File: config.mk
export PLATFORM = sky130hd
export DESIGN_NAME = dispense_arbiter
export DESIGN_NICKNAME = d
export VERILOG_FILES = /design/src/rtl/water_dispenser_pkg.sv /design/src/rtl/ml_tick_timer.sv /design/src/rtl/dispense_arbiter.sv
export SDC_FILE = /design/constraint.sdc
export NUM_CORES = 1
export LEC_CHECK = 0
export CAP_MARGIN = 20
export CORE_UTILIZATION = 48
export DETAILED_ROUTE_END_ITERATION = 6
export MAX_ROUTING_LAYER = met4
export PLACE_DENSITY = 0.85
export SETUP_SLACK_MARGIN = 0.02
export SLEW_MARGIN = 20
export SYNTH_ARGS = -nofsm -noshare
export SYNTH_HDL_FRONTEND = slang
export SYNTH_SLANG_ARGS = --single-unit
File: constraint.sdc
create_clock -name clock -period 5.08 [get_ports clock]
set_clock_uncertainty 0.05 [all_clocks]
set_input_delay 1.016 -clock clock [delete_from_list [all_inputs] [get_ports clock]]
set_output_delay 1.016 -clock clock [all_outputs]
set_load 0.01 [all_outputs]
File: src/rtl/water_dispenser_pkg.sv
// Shared definitions for the water dispenser: clock period, volume limits,
// the arbiter state encoding and a volume saturation helper.
package water_dispenser_pkg;

    localparam int CLOCK_PERIOD_IN_NS   = 20;
    localparam int MAXIMUM_VOLUME_IN_ML = 9999;
    localparam int VOLUME_BIT_COUNT     = 14;

    typedef logic [VOLUME_BIT_COUNT-1:0] volume_t;

    typedef enum logic [1:0] {
        IDLE       = 2'd0,
        SETTLE     = 2'd1,
        DISPENSING = 2'd2,
        FINISH     = 2'd3
    } dispense_state_t;

    // Clamp a requested volume to what one dispense is allowed to deliver.
    function automatic volume_t saturate_volume(input volume_t requested);
        if (requested > volume_t'(MAXIMUM_VOLUME_IN_ML)) begin
            return volume_t'(MAXIMUM_VOLUME_IN_ML);
        end
        return requested;
    endfunction

endpackage

File: src/rtl/ml_tick_timer.sv
// Per-millilitre tick generator: while enabled, emits a one-cycle tick every
// TICKS_PER_ML cycles; clear restarts the count from zero.
module ml_tick_timer #(
    parameter int TICKS_PER_ML = 5
) (
    input  logic clock,
    input  logic reset,
    input  logic enable,
    input  logic clear,
    output logic tick
);

    localparam int COUNT_WIDTH = (TICKS_PER_ML > 1) ? $clog2(TICKS_PER_ML) : 1;
    localparam logic [COUNT_WIDTH-1:0] LAST_COUNT = COUNT_WIDTH'(TICKS_PER_ML - 1);

    logic [COUNT_WIDTH-1:0] count;

    assign tick = enable && !clear && (count == LAST_COUNT);

    // Cycle counter that wraps after each completed millilitre.
    // NOTE: sequential state uses non-blocking (<=) so every flop samples
    // pre-edge values and simulation matches the synthesized registers.
    always_ff @(posedge clock or posedge reset) begin
        if (reset) begin
            count <= '0;
        end else if (clear) begin
            count <= '0;
        end else if (enable) begin
            count <= (count == LAST_COUNT) ? '0 : count + 1'b1;
        end
    end

endmodule

File: src/rtl/dispense_arbiter.sv
// Round-robin arbiter sharing one pump/valve between several dispenser
// front-ends: grants one requester, settles the valve, pumps the latched
// volume one millilitre per tick, then pulses done to the owner.
module dispense_arbiter
    import water_dispenser_pkg::*;
#(
    parameter int REQUESTER_COUNT = 4,
    parameter int NS_PER_ML       = 100,
    parameter int SETTLE_CYCLES   = 4
) (
    input  logic                                      clock,
    input  logic                                      reset,
    input  logic [REQUESTER_COUNT-1:0]                request,
    input  logic [REQUESTER_COUNT*VOLUME_BIT_COUNT-1:0] amount_in_ml,
    input  logic [REQUESTER_COUNT-1:0]                cancel,
    output logic [REQUESTER_COUNT-1:0]                grant,
    output logic                                      valve_open,
    output logic                                      pump_on,
    output logic [VOLUME_BIT_COUNT-1:0]               remaining_in_ml,
    output logic [REQUESTER_COUNT-1:0]                done,
    output logic                                      aborted
);

    localparam int TICKS_PER_ML = NS_PER_ML / CLOCK_PERIOD_IN_NS;
    localparam int INDEX_WIDTH  = (REQUESTER_COUNT > 1) ? $clog2(REQUESTER_COUNT) : 1;
    localparam int SETTLE_WIDTH = (SETTLE_CYCLES > 1) ? $clog2(SETTLE_CYCLES) : 1;
    localparam logic [INDEX_WIDTH-1:0]  LAST_REQUESTER = INDEX_WIDTH'(REQUESTER_COUNT - 1);
    localparam logic [SETTLE_WIDTH-1:0] LAST_SETTLE    = SETTLE_WIDTH'(SETTLE_CYCLES - 1);

    // Reject pump rates that do not map onto a whole number of clock cycles.
    generate
        if (NS_PER_ML <= 0 || (NS_PER_ML % CLOCK_PERIOD_IN_NS) != 0) begin : g_bad_ns_per_ml
            $error("NS_PER_ML must be a positive multiple of the clock period");
        end
        if (SETTLE_CYCLES < 1) begin : g_bad_settle_cycles
            $error("SETTLE_CYCLES must be at least 1");
        end
    endgenerate

    dispense_state_t            state, state_next;
    volume_t                    remaining, remaining_next;
    logic [REQUESTER_COUNT-1:0] grant_q, grant_next;
    logic [INDEX_WIDTH-1:0]     owner, owner_next;
    logic [INDEX_WIDTH-1:0]     last_granted, last_granted_next;
    logic [SETTLE_WIDTH-1:0]    settle_count, settle_count_next;
    logic                       aborted_q, aborted_next;

    volume_t                    amount_of [REQUESTER_COUNT];
    logic [REQUESTER_COUNT-1:0] eligible;
    logic [INDEX_WIDTH-1:0]     candidate;
    logic [INDEX_WIDTH-1:0]     pick_index;
    logic                       pick_found;
    logic                       owner_cancel;
    logic                       ml_tick;

    // A requester competes only with a live request and a nonzero volume.
    for (genvar g = 0; g < REQUESTER_COUNT; g++) begin : g_requester
        assign amount_of[g] = amount_in_ml[g*VOLUME_BIT_COUNT +: VOLUME_BIT_COUNT];
        assign eligible[g]  = request[g] && (amount_of[g] != '0);
    end

    assign owner_cancel = |(cancel & grant_q);

    ml_tick_timer #(
        .TICKS_PER_ML (TICKS_PER_ML)
    ) u_ml_tick_timer (
        .clock  (clock),
        .reset  (reset),
        .enable (state == DISPENSING),
        .clear  (state != DISPENSING),
        .tick   (ml_tick)
    );

    // Round-robin search starting just after the last requester served.
    // NOTE: every signal written in a combinational block gets a default at
    // the top; a path that leaves one unassigned would infer a latch.
    always_comb begin
        pick_found = 1'b0;
        pick_index = '0;
        candidate  = '0;
        for (int offset = 1; offset <= REQUESTER_COUNT; offset++) begin
            candidate = INDEX_WIDTH'((int'(last_granted) + offset) % REQUESTER_COUNT);
            if (!pick_found && eligible[candidate]) begin
                pick_found = 1'b1;
                pick_index = candidate;
            end
        end
    end

    // Next-state logic, datapath updates and pump/valve outputs per state.
    always_comb begin
        state_next        = state;
        remaining_next    = remaining;
        grant_next        = grant_q;
        owner_next        = owner;
        last_granted_next = last_granted;
        settle_count_next = settle_count;
        aborted_next      = 1'b0;
        valve_open        = 1'b0;
        pump_on           = 1'b0;
        done              = '0;

        case (state)
            IDLE: begin
                if (pick_found) begin
                    grant_next             = '0;
                    grant_next[pick_index] = 1'b1;
                    owner_next             = pick_index;
                    remaining_next         = saturate_volume(amount_of[pick_index]);
                    settle_count_next      = '0;
                    state_next             = SETTLE;
                end
            end
            SETTLE: begin
                valve_open = 1'b1;
                if (owner_cancel) begin
                    aborted_next = 1'b1;
                    state_next   = FINISH;
                end else if (settle_count == LAST_SETTLE) begin
                    state_next = DISPENSING;
                end else begin
                    settle_count_next = settle_count + 1'b1;
                end
            end
            DISPENSING: begin
                valve_open = 1'b1;
                pump_on    = 1'b1;
                // A cancel takes priority over a decrement landing on the same edge.
                if (owner_cancel) begin
                    aborted_next = 1'b1;
                    state_next   = FINISH;
                end else if (ml_tick) begin
                    remaining_next = remaining - 1'b1;
                    if (remaining == volume_t'(1)) begin
                        state_next = FINISH;
                    end
                end
            end
            FINISH: begin
                done              = grant_q;
                aborted_next      = 1'b0;
                grant_next        = '0;
                last_granted_next = owner;
                state_next        = IDLE;
            end
            default: begin
                state_next = IDLE;
            end
        endcase
    end

    // State register.
    always_ff @(posedge clock or posedge reset) begin
        if (reset) begin
            state <= IDLE;
        end else begin
            state <= state_next;
        end
    end

    // Grant, owner bookkeeping, settle counter, volume and abort flag.
    always_ff @(posedge clock or posedge reset) begin
        if (reset) begin
            remaining    <= '0;
            grant_q      <= '0;
            owner        <= '0;
            last_granted <= LAST_REQUESTER;
            settle_count <= '0;
            aborted_q    <= 1'b0;
        end else begin
            remaining    <= remaining_next;
            grant_q      <= grant_next;
            owner        <= owner_next;
            last_granted <= last_granted_next;
            settle_count <= settle_count_next;
            aborted_q    <= aborted_next;
        end
    end

    assign grant           = grant_q;
    assign remaining_in_ml = remaining;
    assign aborted         = aborted_q;

endmodule

# --- After elaboration in Yosys (flattened, before gate mapping) ---
# Index checks and enable logic that the tools add are counted.
op_classes:
  n_addsub: 7
  n_lt_le_gt_ge: 8
  eq_ne: 15
  n_mux: 51
  n_bitwise: 2
  n_reduce_logical: 30
op_table:
  columns: ["operator", "count"]
  rows:
  - ["2-to-1 mux 14 bit", 7]
  - ["nonzero test 14 bit", 4]
  - ["binary-select mux 14 bit (select 2 bit)", 1]
  - ["one-hot mux 14 bit (2 select lines)", 1]
  - ["2-to-1 mux 2 bit", 13]
  - ["2-to-1 mux 1 bit", 16]
  - ["less-than comparator 2 x 3 -> 1 bit, second input constant", 5]
  - ["equality test 14 x 1 -> 1 bit, second input constant", 1]
  - ["greater-than comparator 14 bit, second input constant", 1]
  - ["subtractor 14 x 1 -> 14 bit, second input constant", 1]
  - ["!= test 2 bit, second input constant", 6]
  - ["AND reduction 4 bit", 3]
  - ["logical AND 1 bit", 10]
  - ["2-to-1 mux 3 bit", 3]
  - ["!= test 3 bit, second input constant", 3]
  - ["binary-select mux 1 bit (select 2 bit)", 4]
  - ["2-to-1 mux 4 bit", 2]
  - ["one-hot mux 2 bit (4 select lines)", 1]
  - ["one-hot mux 4 bit (2 select lines)", 1]
  - ["nonzero test 2 bit", 4]
  - ["adder 2 x 1 -> 2 bit, second input constant", 3]
  - ["equality test 2 bit, second input constant", 3]
  - ["adder 2 bit, second input constant", 2]
  - ["bitwise AND 4 bit", 1]
  - ["13 further kinds", 17]
totals:
  reg_bits: 30
  input_bits: 66
  output_inout_bits: 25
  elab_cells: 121

# --- Longest topological paths before layout ---
# Gate-level depths: netlist (run 1).
logic_depth:
  depth_word: 25
  depth_mapped: 11
  depth_no_buf: 11

# --- By module ---
# Synthesis (run 1) repeated with hierarchy kept, for this count alone.
unflattened:
  hier_cells: 351
  hier_area_um2: 2800.2
by_module_without_submodules:
  columns: ["module", "n_inst", "cells_per_inst", "area_each_um2", "seq_area_each_um2"]
  rows:
  - ["dispense_arbiter", 1, 333, 2622.5, 678.2]
  - ["ml_tick_timer", 1, 18, 177.7, 75.1]

# --- Worst setup path after synthesis (run 1) ---
# Ideal clock, no wire load.
synth_path:
  path_type: "input to register"
  start: "in amount_in_ml[23]"
  end: "reg remaining[7] (netlist: remaining_in_ml[7])"
  setup_time_ns: 0.126
  arrival_ns: 3.245
  t_required_ns: 4.904
  setup_slack_ns: 1.659
  cell_stages: 11
  n_path_buf: 2
  path_cell_list: "nor4_1 a41oi_1 nor2b_1 a2bb2oi_1 and2_1 buf_2 buf_4 mux2_2 nor4_4 nor4_1 a221o_1"
synth_via:
  elab_chain_cells: 25
  word_cells_on_any_way: 37
  classes_between: "1 x order compare; 1 x eq/ne; 25 x mux; 1 x bitwise; 9 x reduce/logical"
synth_rtl:
  columns: ["element", "line_no", "rtl"]
  rows:
  - ["start, declared", "dispense_arbiter.sv:14", "input logic [REQUESTER_COUNT*VOLUME_BIT_COUNT-1:0] amount_in_ml,"]
  - ["nonzero test 14 bit", "dispense_arbiter.sv:59", "assign eligible[g] = request[g] && (amount_of[g] != '0);"]
  - ["logical AND 1 bit", "dispense_arbiter.sv:59", null]
  - ["binary-select mux 1 bit (select 2 bit)", "dispense_arbiter.sv:83", "if (!pick_found && eligible[candidate]) begin"]
  - ["2-to-1 mux 1 bit (implied by the code)", "dispense_arbiter.sv:83", null]
  - ["2-to-1 mux 1 bit", "dispense_arbiter.sv:83", null]
  - ["logical NOT 1 bit", "dispense_arbiter.sv:83", null]
  - ["logical AND 1 bit", "dispense_arbiter.sv:83", null]
  - ["2-to-1 mux 1 bit", "dispense_arbiter.sv:83", null]
  - ["[... 8 more ...]", null, null]
  - ["2-to-1 mux 14 bit (implied by the code) (2 in series)", "dispense_arbiter.sv:109", "remaining_next = saturate_volume(amount_of[pick_index]);"]
  - ["greater-than comparator 14 bit", "water_dispenser_pkg.sv:20", "if (requested > volume_t'(MAXIMUM_VOLUME_IN_ML)) begin"]
  - ["2-to-1 mux 1 bit", "water_dispenser_pkg.sv:20", null]
  - ["2-to-1 mux 1 bit", "dispense_arbiter.sv:105", "if (pick_found) begin"]
  - ["2-to-1 mux 1 bit", "dispense_arbiter.sv:103", "case (state)"]
  - ["2-to-1 mux 14 bit", "water_dispenser_pkg.sv:23", "return requested;"]
  - ["2-to-1 mux 14 bit", "dispense_arbiter.sv:105", null]
  - ["one-hot mux 14 bit (2 select lines)", "dispense_arbiter.sv:103", null]
  - ["end signal, assigned", "dispense_arbiter.sv:171", "remaining <= remaining_next;"]
  - ["end, declared", "dispense_arbiter.sv:41", "volume_t remaining, remaining_next;"]
# Parallel ways exist; a longest one is shown, timed or not. The select of a mux whose other input is x is not followed.
# A chain may end at the register's enable or synchronous reset.

# --- Worst setup path after layout (run 1) ---
layout_path:
  start: "in amount_in_ml[7]"
  end: "reg remaining[3] (netlist: remaining_in_ml[3])"
# The elaborated chain is that of the path after synthesis.

==> summary.txt, run 1 <==
Routing
  – Via count: 2600
  – Top Layer Used: met4
  – DRC: 0
  – Iter 0 DRT Violations: 176
  – Vias per inst: ~5.8
  – Wire length per cell: about 15 µm
  – Routed met3 length: around 350 µm
  – Met1 WL: 2980 µm
  – Detail Route Antenna Nets: 0
  – Final wirelength: 6690 µm
  – Drt pass-1 iters: 4
  – Met2 WL: roughly 3200 µm

Clock tree
  – Root Driver: clkbuf_8
  – Post-CTS setup buffer count: 0
  – Post-CTS sizing: 0
  – Clk sinks: 30
  – Longest Clk Path Bufs: 2
  – Clock Pin Slew Worst Setup and Hold Paths: about 0.070 ns
  – CTS tree: built
  – Clk_lat worst skew: about 0.28 ns
  – H-tree Lvls: 2
  – TritonCTS Buffers: 5
  – CTS Hold Bufs: 0

STA
  – Hold_ws: about 0.45 ns
  – Final setup violation count: 0
  – Slew Viols, Final: 0
  – RSZ-0062 raised after global routing: no
  – Worst Tran Pin Value: 1.06 ns
  – Setup_tns: 0 ns
  – Worst slew margin: 0.293
  – Final setup margin: between 0.6 and 0.7 ns
  – Period utilization: 0.874
  – Fin. Hold Viols: 0
  – Post-layout min period: about 4.4 ns
  – FMAX: ~230 MHz

Placed design
  – Dpl hpwl: 5300 µm
  – Place WS: 0.388 ns
  – Port buffer count: 90
  – Final GP Congestion: around 0.94

Cells and area
  – # diodes: 0
  – Final nets: ~460
  – Layout cell share with drive strength beyond 1: 0.0675
  – Layout area overhead: 43.6%
  – Final-layout fill cell count: between 300 and 400

Setup path
  – Worst path required time: between 5 and 6 ns
  – Reg2reg path depth: 8
  – CP Launch Point: amount_in_ml[7]
  – Cells along the critical path: clkdlybuf4s50_1 -> nor4_1 -> a41oi_1 -> a21oi_1 -> o21ai_2 -> buf_4 -> mux2i_1 -> mux2i_1 -> or4b_1 -> nand2_1 -> a31oi_1
  – CP Launch Type: primary input
  – CP top delay family: compound AO/OA/AOI/OAI gates
  – Critical Path Sink: remaining_in_ml[3]$_DFFE_PP0P_
  – Setup crit end kind: flip-flop
  – Worst r2r dst: remaining_in_ml[6]$_DFFE_PP0P_
  – Setup CP Type: in2reg
  – Crit Path Max Fanout: 17
  – CP max-delay cell: o21ai_2
  – Crit. path cell count: 11
  – Worst path bufs/invs: 2
  – Crit path largest cell delay: about 0.86 ns
  – Arr. time, crit path: approximately 4.5 ns
  – RR Startpoint: state[0]$_DFFE_PP0P_
  – Worst path most repeated cell: mux2i_1
  – R2R setup slack: between 1.5 and 2 ns

Global routing
  – Overflow after GRT: 0
  – Pin count of the biggest net entering global routing: 31
  – Gr usage total: 0.274
  – Vias in the first global route: 2396
  – Global-route wire length before repair: roughly 11000 µm
  – Initial antenna violation count: 0

Hold path
  – Worst min path class: reg2reg

Yosys
  – Synth top area cells: dfrtp_1 (29%), mux2i_1 (9.9%), nand2_1 (6.8%)
  – Post-Syn Nets: roughly 370
  – Share of the synthesized area in the top cell type: 0.289
  – Number of synthesized flops with an enable pin: 0
  – Sequential area share after synthesis: 0.311
  – Most frequent cells after synthesis: nand2_1 (44), dfrtp_1 (28), mux2i_1 (24), o21ai_0 (23)
  – Mean Syn Cell Area: 8.23 µm²
  – Leading area contributor after synthesis: dfrtp_1
  – Asr flop ratio synth: 1.00
  – Synthesized area: ~2400 µm²
  – Yosys warns: 0
  – Flops & latches, synth: 30
  – Synth Instances: 294
  – Predominant post-synthesis flop cell: dfrtp_1
  – Post-synth cell types: 48
  – Count leader, synth: nand2_1

Die
  – Initial Util: 0.506
  – Die footprint: around 5300 µm²
  – CORE AREA: approximately 4800 µm²
  – Number of top-level pins: a little over 90
  – Height of the die: about 73 µm
  – Die W: about 73 µm
  – Std-Cell Rows: 25

Flow run
  – Max cap viols: 0

Power and ir drop
  – Power density over cell area: 499 nW/µm²
  – VDD IR max: 186 µV
  – Static leakage: roughly 1.5 nW

Status
  – Outcome: complete, no violations
-- report_power, final --
group / switching (W) / internal, W / total [W] / leakage [nW]
combinational: 0.000541 / 0.000506 / 0.00105 / 1.04
sequential: 0.000122 / 0.000358 / 0.000480 / 0.370
clock: 0.0000972 / 0.000109 / 0.000206 / 0.0472
-- per-stage QoR --
step	total power (W)	area, µm²	utilization	cells
after CTS	0.00173	3480	0.726	452
after global placement	0.00150	3380	0.706	444
final	0.00173	3480	0.726	452
after floorplan	0.00114	2420	-	294
after global routing	0.00187	3480	0.726	452
after detailed placement	0.00152	3380	0.706	444
-- placed cells by master (no fill, tap or decap), types with 7 or more instances in the layout --
cell             synthesis  final
mux2i_1                 24     24
o21ai_0                 23     23
a21oi_1                 11     11
nor2_1                  15     15
and2_1                   7      7
nand3_1                  7      7
a22oi_1                  8      8
nor3_1                  11     11
ha_1                     9      9
nand2_1                 44     44
inv_1                   14     14
mux2_2                   8      8
dfrtp_1                 28     28
nor4_1                  15     15
clkdlybuf4s50_1          0     90
-- worst min-delay path by stage --
stage,start,to,slack [ns],depth (start not counted)
CTS,owner[1]$_DFFE_PP0P_,owner[1]$_DFFE_PP0P_,0.44,2
finish,owner[1]$_DFFE_PP0P_,owner[1]$_DFFE_PP0P_,0.45,2
global route,owner[1]$_DFFE_PP0P_,owner[1]$_DFFE_PP0P_,0.45,2
global placement,owner[1]$_DFFE_PP0P_,owner[1]$_DFFE_PP0P_,0.41,2
floorplan,owner[0]$_DFFE_PP0P_,owner[0]$_DFFE_PP0P_,0.39,2
detailed placement,owner[1]$_DFFE_PP0P_,owner[1]$_DFFE_PP0P_,0.43,2
-- state kept, by name (all words and copies together) (netlist names) --
name                   cells
owner                      2
state                      2
u_ml_tick_timer.count      3
last_granted               2
settle_count               2
aborted                    1
remaining_in_ml           14
grant                      4
-- final cells by class --
type / count / area, µm² / area share
Clock buffer: 6 / 82.6 / 0.0238
Clock inverter: 2 / 12.5 / 0.00360
Inverter: 15 / 56.3 / 0.0162
Multi-Input combinational cell: 238 / 1560 / 0.448
Sequential cell: 30 / 753 / 0.217
Tap cell: 67 / 83.8 / 0.0241
Timing Repair Buffer: 94 / 931 / 0.268
-- logic make-up (layout without fill, tap and decap cells) --
logic type	Yosys count	in the layout	synth area share
AOI/OAI and AO/OA	79	79	0.213
DFF	30	30	0.311
and+or+nand+nor	117	117	0.242
adders and majority gates	9	9	0.0465
muxes	33	33	0.141
buffers and inverters	26	117	0.0460
-- layer usage --
layer | vias up | GRT usage
met1 | 1216 | 0.339
met5 | - | -
met4 | 0 | 0.107
met3 | 11 | 0.0483
li1 | 1270 | -
met2 | 103 | 0.442
-- worst min-delay path, cell delays in order, from the launching register on --
cell	delay, ns
dfrtp_1	0.35
nand2_1	0.05
o21ai_0	0.06
Power figures use the tool's default switching activity.
==> run 2, diff against run 1 <==
CORE_ASPECT_RATIO = 1.4   (was not set)
CORE_MARGIN = 2   (was not set)
==> summary.txt, run 2 (synthesis gave the netlist of run 1 again) <==
Setup path
  – CP Launch Type: primary input
  – Setup CP Type: in2reg
  – Worst path required time: 5.16 ns (about the same)
  – CP Launch Point: amount_in_ml[51]
  – Setup crit end kind: flip-flop
  – Arr. time, crit path: 4.26 ns (-0.27 ns)
  – Crit Path Max Fanout: 19 (+2)
  – RR Startpoint: state[0]$_DFFE_PP0P_

Power and ir drop
  – Power density over cell area: 511 nW/µm² (+2.4%)
  – VDD IR max: 229 µV (+23%)
  – Static leakage: 1.47 nW (+1.1%)

Hold path
  – Worst min path class: reg2reg
  – Hold Startpoint: owner[0]$_DFFE_PP0P_

Cells and area
  – Largest register FFs: 14 (unchanged)
  – Final-layout fill cell count: 362 (-4.7%)
  – Final nets: 460 (+0.22%)
  – Post-route cell area: 3500 µm² (+0.83%)
  – Most frequent cells in the layout: clkdlybuf4s50_1 (90), nand2_1 (44), dfrtp_1 (28), mux2i_1 (24), o21ai_0 (23)
  – Most common cell after layout, fill and taps aside: clkdlybuf4s50_1
  – # diodes: 0 (unchanged)
  – Layout cell share with drive strength beyond 1: 0.0675 (unchanged)
  – Layout area overhead: 44.8%

STA
  – Worst Tran Pin Value: 0.721 ns (-0.338 ns)
  – Period utilization: 0.823 (-0.0505)
  – FMAX: 239 MHz (+6.1%)
  – Setup_tns: 0 ns (unchanged)
  – Final setup violation count: 0 (unchanged)
  – Worst slew margin: 0.517 (+0.224)
  – RSZ-0062 raised after global routing: no
  – Post-layout min period: 4.18 ns (-0.257 ns)
  – Fin. Hold Viols: 0 (unchanged)
  – Slew Viols, Final: 0 (unchanged)

Clock tree
  – H-tree Lvls: 2 (unchanged)
  – CTS tree: built
  – Post-CTS setup buffer count: 0 (unchanged)
  – Clock Pin Slew Worst Setup and Hold Paths: 0.06 ns (about the same)
  – Clk sinks: 30 (unchanged)
  – Clk_lat worst skew: 0.28 ns (about the same)
  – Longest Clk Path Bufs: 2 (unchanged)
  – CTS Hold Bufs: 0 (unchanged)
  – TritonCTS Buffers: 5 (unchanged)
  – Post-CTS sizing: 0 (unchanged)
  – Root Driver: clkbuf_8

Placed design
  – Port buffer count: 90 (unchanged)
  – Placed cell area: 3380 µm² (+0.11%)
  – Dpl hpwl: 5730 µm (+8.1%)
  – Final GP Congestion: 0.906 (-3.9%)

Global routing
  – Gr usage total: 0.269 (-0.00485)
  – Vias in the first global route: 2530 (+5.6%)
  – Initial antenna violation count: 0 (unchanged)
  – Pin count of the biggest net entering global routing: 31 (unchanged)
  – Global-route wire length before repair: 11500 µm (+6.0%)
  – Overflow after GRT: 0 (unchanged)

Routing
  – Iter 0 DRT Violations: 165 (-6.3%)
  – Via count: 2616 (+0.62%)
  – Wire length per cell: 15.7 µm (+6.2%)
  – Drt pass-1 iters: 4 (unchanged)
  – Detail Route Antenna Nets: 0 (unchanged)
  – DRC: 0 (unchanged)
  – Vias per inst: 5.83 (+1.3%)
  – Final wirelength: 7060 µm (+5.5%)

Die
  – Height of the die: 88.0 µm (+21%)
  – Die footprint: 5640 µm² (+5.7%)
  – CORE AREA: 4840 µm² (+1.2%)
  – Number of top-level pins: 91 (unchanged)
  – Die W: 64.0 µm (-12%)
  – Initial Util: 0.500 (-0.00588)
  – Std-Cell Rows: 30 (+20%)

Flow run
  – Max cap viols: 0 (unchanged)

Status
  – Outcome: complete, no violations
run 2: cell types whose count changed in the layout (fill, tap and decap cells not counted):
cell	delta
clkinv_2	-1
o21ai_4	+1
o21ai_2	-1
clkinvlp_4	-1
buf_4	+1
bufinv_16	+1
run 2: per-layer routing:
layer	up-vias	track usage	share of wire
li1	1268	-	-
met1	1217	0.292	0.38
met2	103	0.468	0.53
met3	28	0.0373	0.046
met4	0	0.152	0.043
met5	-	-	0
run 2: worst paths after layout:
kind,end,slack (ns),cells after the start
max,remaining_in_ml[3]$_DFFE_PP0P_,0.90,11
min,owner[0]$_DFFE_PP0P_,0.44,2
max reg2reg,remaining_in_ml[6]$_DFFE_PP0P_,1.59,8
min reg2reg,owner[0]$_DFFE_PP0P_,0.44,2
max in group asynchronous,last_granted[1]$_DFFE_PP1P_,3.62,3
min in group asynchronous,settle_count[0]$_DFFE_PP0P_,1.04,3
run 2: critical path, cell delays in order:
cell	delay [ns]
clkdlybuf4s50_1	0.42
nor4_1	0.34
a41oi_1	0.25
a21o_1	0.24
o21ai_4	0.57
buf_4	0.29
mux2i_1	0.22
mux2_1	0.22
or4b_1	0.44
nand2_1	0.15
a31oi_1	0.10
run 2: area by class of cell:
class                           count  area (µm²)  share of cell area
Tap cell                           64        80.1              0.0228
Timing Repair Buffer               95         938               0.268
Sequential cell                    30         753               0.215
Multi-Input combinational cell    238        1560               0.446
Clock inverter                      1        30.0             0.00857
Inverter                           15        56.3              0.0161
Clock buffer                        6        82.6              0.0236
run 2: per-stage QoR:
stage / worst slack (ns) / hold WS [ns] / total power (W) / util / instances
detailed placement: 0.330 / 0.422 / 0.00154 / 0.699 / 442
global route: 0.704 / 0.456 / 0.00193 / 0.724 / 449
CTS: 0.588 / 0.435 / 0.00179 / 0.722 / 449
finish: 0.898 / 0.438 / 0.00179 / 0.724 / 449
floorplan: 1.66 / 0.394 / 0.00114 / - / 294
global placement: 0.393 / 0.410 / 0.00150 / 0.699 / 442
run 2: power breakdown:
group	switching [W]	internal (W)
clock	0.0000895	0.000157
combinational	0.000546	0.000510
sequential	0.000129	0.000358
==> run 3, diff against run 2 <==
CORE_UTILIZATION = 45   (was 48)
PLACE_DENSITY = 0.8   (was 0.85)
clock period = 4 ns   (was 5.08 ns; I/O delays follow)
==> summary.txt, run 3 (synthesis gave the netlist of run 1 again) <==
Clock tree
  – Clock Pin Slew Worst Setup and Hold Paths: 0.06 ns (about the same)
  – Post-CTS setup buffer count: 0 (unchanged)
  – CTS tree: built
  – Root Driver: clkbuf_8
  – Post-CTS sizing: 0 (unchanged)
  – CTS Hold Bufs: 0 (unchanged)
  – Clk_lat worst skew: 0.28 ns (about the same)
  – H-tree Lvls: 2 (unchanged)
  – TritonCTS Buffers: 5 (unchanged)
  – Clk sinks: 30 (unchanged)
  – Longest Clk Path Bufs: 2 (unchanged)

Power and ir drop
  – Gate power share: 0.617 (+0.027)
  – Final Power: 0.00226 W (+26%)
  – Switching Power: 0.000977 W (+28%)
  – Static leakage: 1.52 nW (+3.2%)
  – Switching Fraction: 0.432 (+0.00427)
  – Pint: 0.00129 W (+25%)
  – Sequential power share: 0.272 (about the same)
  – Power density over cell area: 633 nW/µm² (+24%)
  – VDD IR max: 333 µV (+45%)
  – Clock Power Share: 0.112 (-0.026)

Routing
  – Wire length per cell: 15.4 µm (-1.9%)
  – Drt pass-1 iters: 4 (unchanged)
  – Iter 0 DRT Violations: 188 (+14%)
  – Detail Route Antenna Nets: 0 (unchanged)
  – DRC: 0 (unchanged)
  – Vias per inst: 5.66 (-2.8%)
  – Via count: 2616 (unchanged)
  – Final wirelength: 7120 µm (+0.94%)

Setup path
  – R2R setup slack: 1.18 ns (-0.41 ns)
  – CP Launch Type: primary input
  – Critical Path Sink: remaining_in_ml[6]$_DFFE_PP0P_
  – Setup crit end kind: flip-flop
  – Reg2reg path depth: 7 (-1)
  – RR Startpoint: last_granted[1]$_DFFE_PP1P_
  – Setup CP Type: in2reg
  – Worst path required time: 4.12 ns (-1.04 ns)
  – CP Launch Point: amount_in_ml[23]
  – Crit Path Max Fanout: 11 (-8)
  – Worst r2r dst: remaining_in_ml[6]$_DFFE_PP0P_
  – Arr. time, crit path: 3.93 ns (-0.33 ns)

STA
  – Final setup violation count: 0 (unchanged)
  – Worst Tran Pin Value: 0.662 ns (-0.0593 ns)
  – Worst slew margin: 0.558 (+0.0408)
  – Post-layout min period: 3.82 ns
  – RSZ-0062 raised after global routing: no
  – Slew Viols, Final: 0 (unchanged)
  – Period utilization: 0.954
  – Hold_ws: 0.444 ns (+0.00615 ns)
  – Fin. Hold Viols: 0 (unchanged)
  – FMAX: between 200 and 300 MHz

Flow run
  – Max cap viols: 0 (unchanged)

Cells and area
  – Largest register FFs: 14 (unchanged)
  – Layout area overhead: 47.6%
  – Multi-input gate area in the final layout: 1560 µm² (-0.48%)
  – Storage element area: 753 µm² (unchanged)
  – # diodes: 0 (unchanged)
  – Final-layout fill cell count: 455 (+26%)
  – Layout cell share with drive strength beyond 1: 0.0909 (+0.0234)
  – Most common cell after layout, fill and taps aside: clkdlybuf4s50_1
  – Final nets: 470 (+2.2%)
  – Most frequent cells in the layout: clkdlybuf4s50_1 (90), nand2_1 (44), dfrtp_1 (28), mux2i_1 (24), o21ai_0 (23)

Global routing
  – Pin count of the biggest net entering global routing: 22 (-29%)
  – Gr usage total: 0.253 (-0.0163)
  – Global-route wire length before repair: 11700 µm (+1.9%)
  – Initial antenna violation count: 0 (unchanged)
  – Vias in the first global route: 2516 (-0.55%)
  – Overflow after GRT: 0 (unchanged)

Die
  – Std-Cell Rows: 31 (+3.3%)
  – Height of the die: 90.8 µm (+3.1%)
  – Die W: 66.0 µm (+3.1%)
  – Number of top-level pins: 91 (unchanged)
  – Initial Util: 0.466 (-0.0342)
  – Die footprint: 5990 µm² (+6.3%)
  – CORE AREA: 5200 µm² (+7.3%)

Placed design
  – Port buffer count: 90 (unchanged)
  – Final GP Congestion: 0.925 (+2.1%)
  – Dpl hpwl: 5840 µm (+1.9%)

Hold path
  – Worst min path class: reg2reg

Status
  – Outcome: complete, no violations
## run 3: routing by layer
layer | track usage | vias up | part of all wire
met4 | 0.0663 | 0 | 0.014
met1 | 0.305 | 1235 | 0.40
met5 | - | - | 0
met3 | 0.0212 | 8 | 0.048
li1 | - | 1287 | -
met2 | 0.445 | 86 | 0.54
## run 3: worst max-delay path, cell delays in order
cell	delay, ns
clkdlybuf4s50_1	0.43
nor4_1	0.39
a41oi_1	0.24
nor2b_1	0.20
a2bb2oi_1	0.20
and2_1	0.46
mux2_2	0.44
nor4_4	0.30
nor4_1	0.11
a221o_1	0.36
## run 3: power by group through the flow
stage | combinational (W) | sequential (W) | clock (W)
after CTS | 0.00140 | 0.000613 | 0.000254
after detailed placement | 0.00139 | 0.000620 | 0
after global routing | 0.00154 | 0.000644 | 0.000266
after global placement | 0.00136 | 0.000609 | 0
final | 0.00140 | 0.000615 | 0.000253
after floorplan | 0.000822 | 0.000622 | 0
## run 3: worst min path at each step
stage                                     from                   end  slack, ns  cells after the start
after floorplan           owner[0]$_DFFE_PP0P_  owner[0]$_DFFE_PP0P_       0.39                      2
after global placement    owner[1]$_DFFE_PP0P_  owner[1]$_DFFE_PP0P_       0.41                      2
after detailed placement  owner[1]$_DFFE_PP0P_  owner[1]$_DFFE_PP0P_       0.42                      2
after CTS                 owner[1]$_DFFE_PP0P_  owner[1]$_DFFE_PP0P_       0.44                      2
after global routing      owner[1]$_DFFE_PP0P_  owner[1]$_DFFE_PP0P_       0.47                      2
final                     owner[1]$_DFFE_PP0P_  owner[1]$_DFFE_PP0P_       0.44                      2
## run 3: final cells by class
cell class / instances / area share
clock inverters: 1 / 0.00140
inverters: 15 / 0.0158
repair buffers: 105 / 0.289
well taps: 66 / 0.0231
multi-input cells: 238 / 0.436
flip-flops and latches: 30 / 0.211
clock buffers: 7 / 0.0242
## run 3: stage by stage
step           utilization  cell area [µm²]  worst slack, ns  setup TNS [ns]  cells
3_3_place_gp         0.667             3470           0.0243               0    453
6_report             0.688             3570            0.183               0    462
4_1_cts              0.688             3570            0.169               0    462
5_1_grt              0.688             3570           0.0521               0    462
2_1_floorplan            -             2420            0.795               0    294
3_5_place_dp         0.670             3480           -0.124          -0.335    454
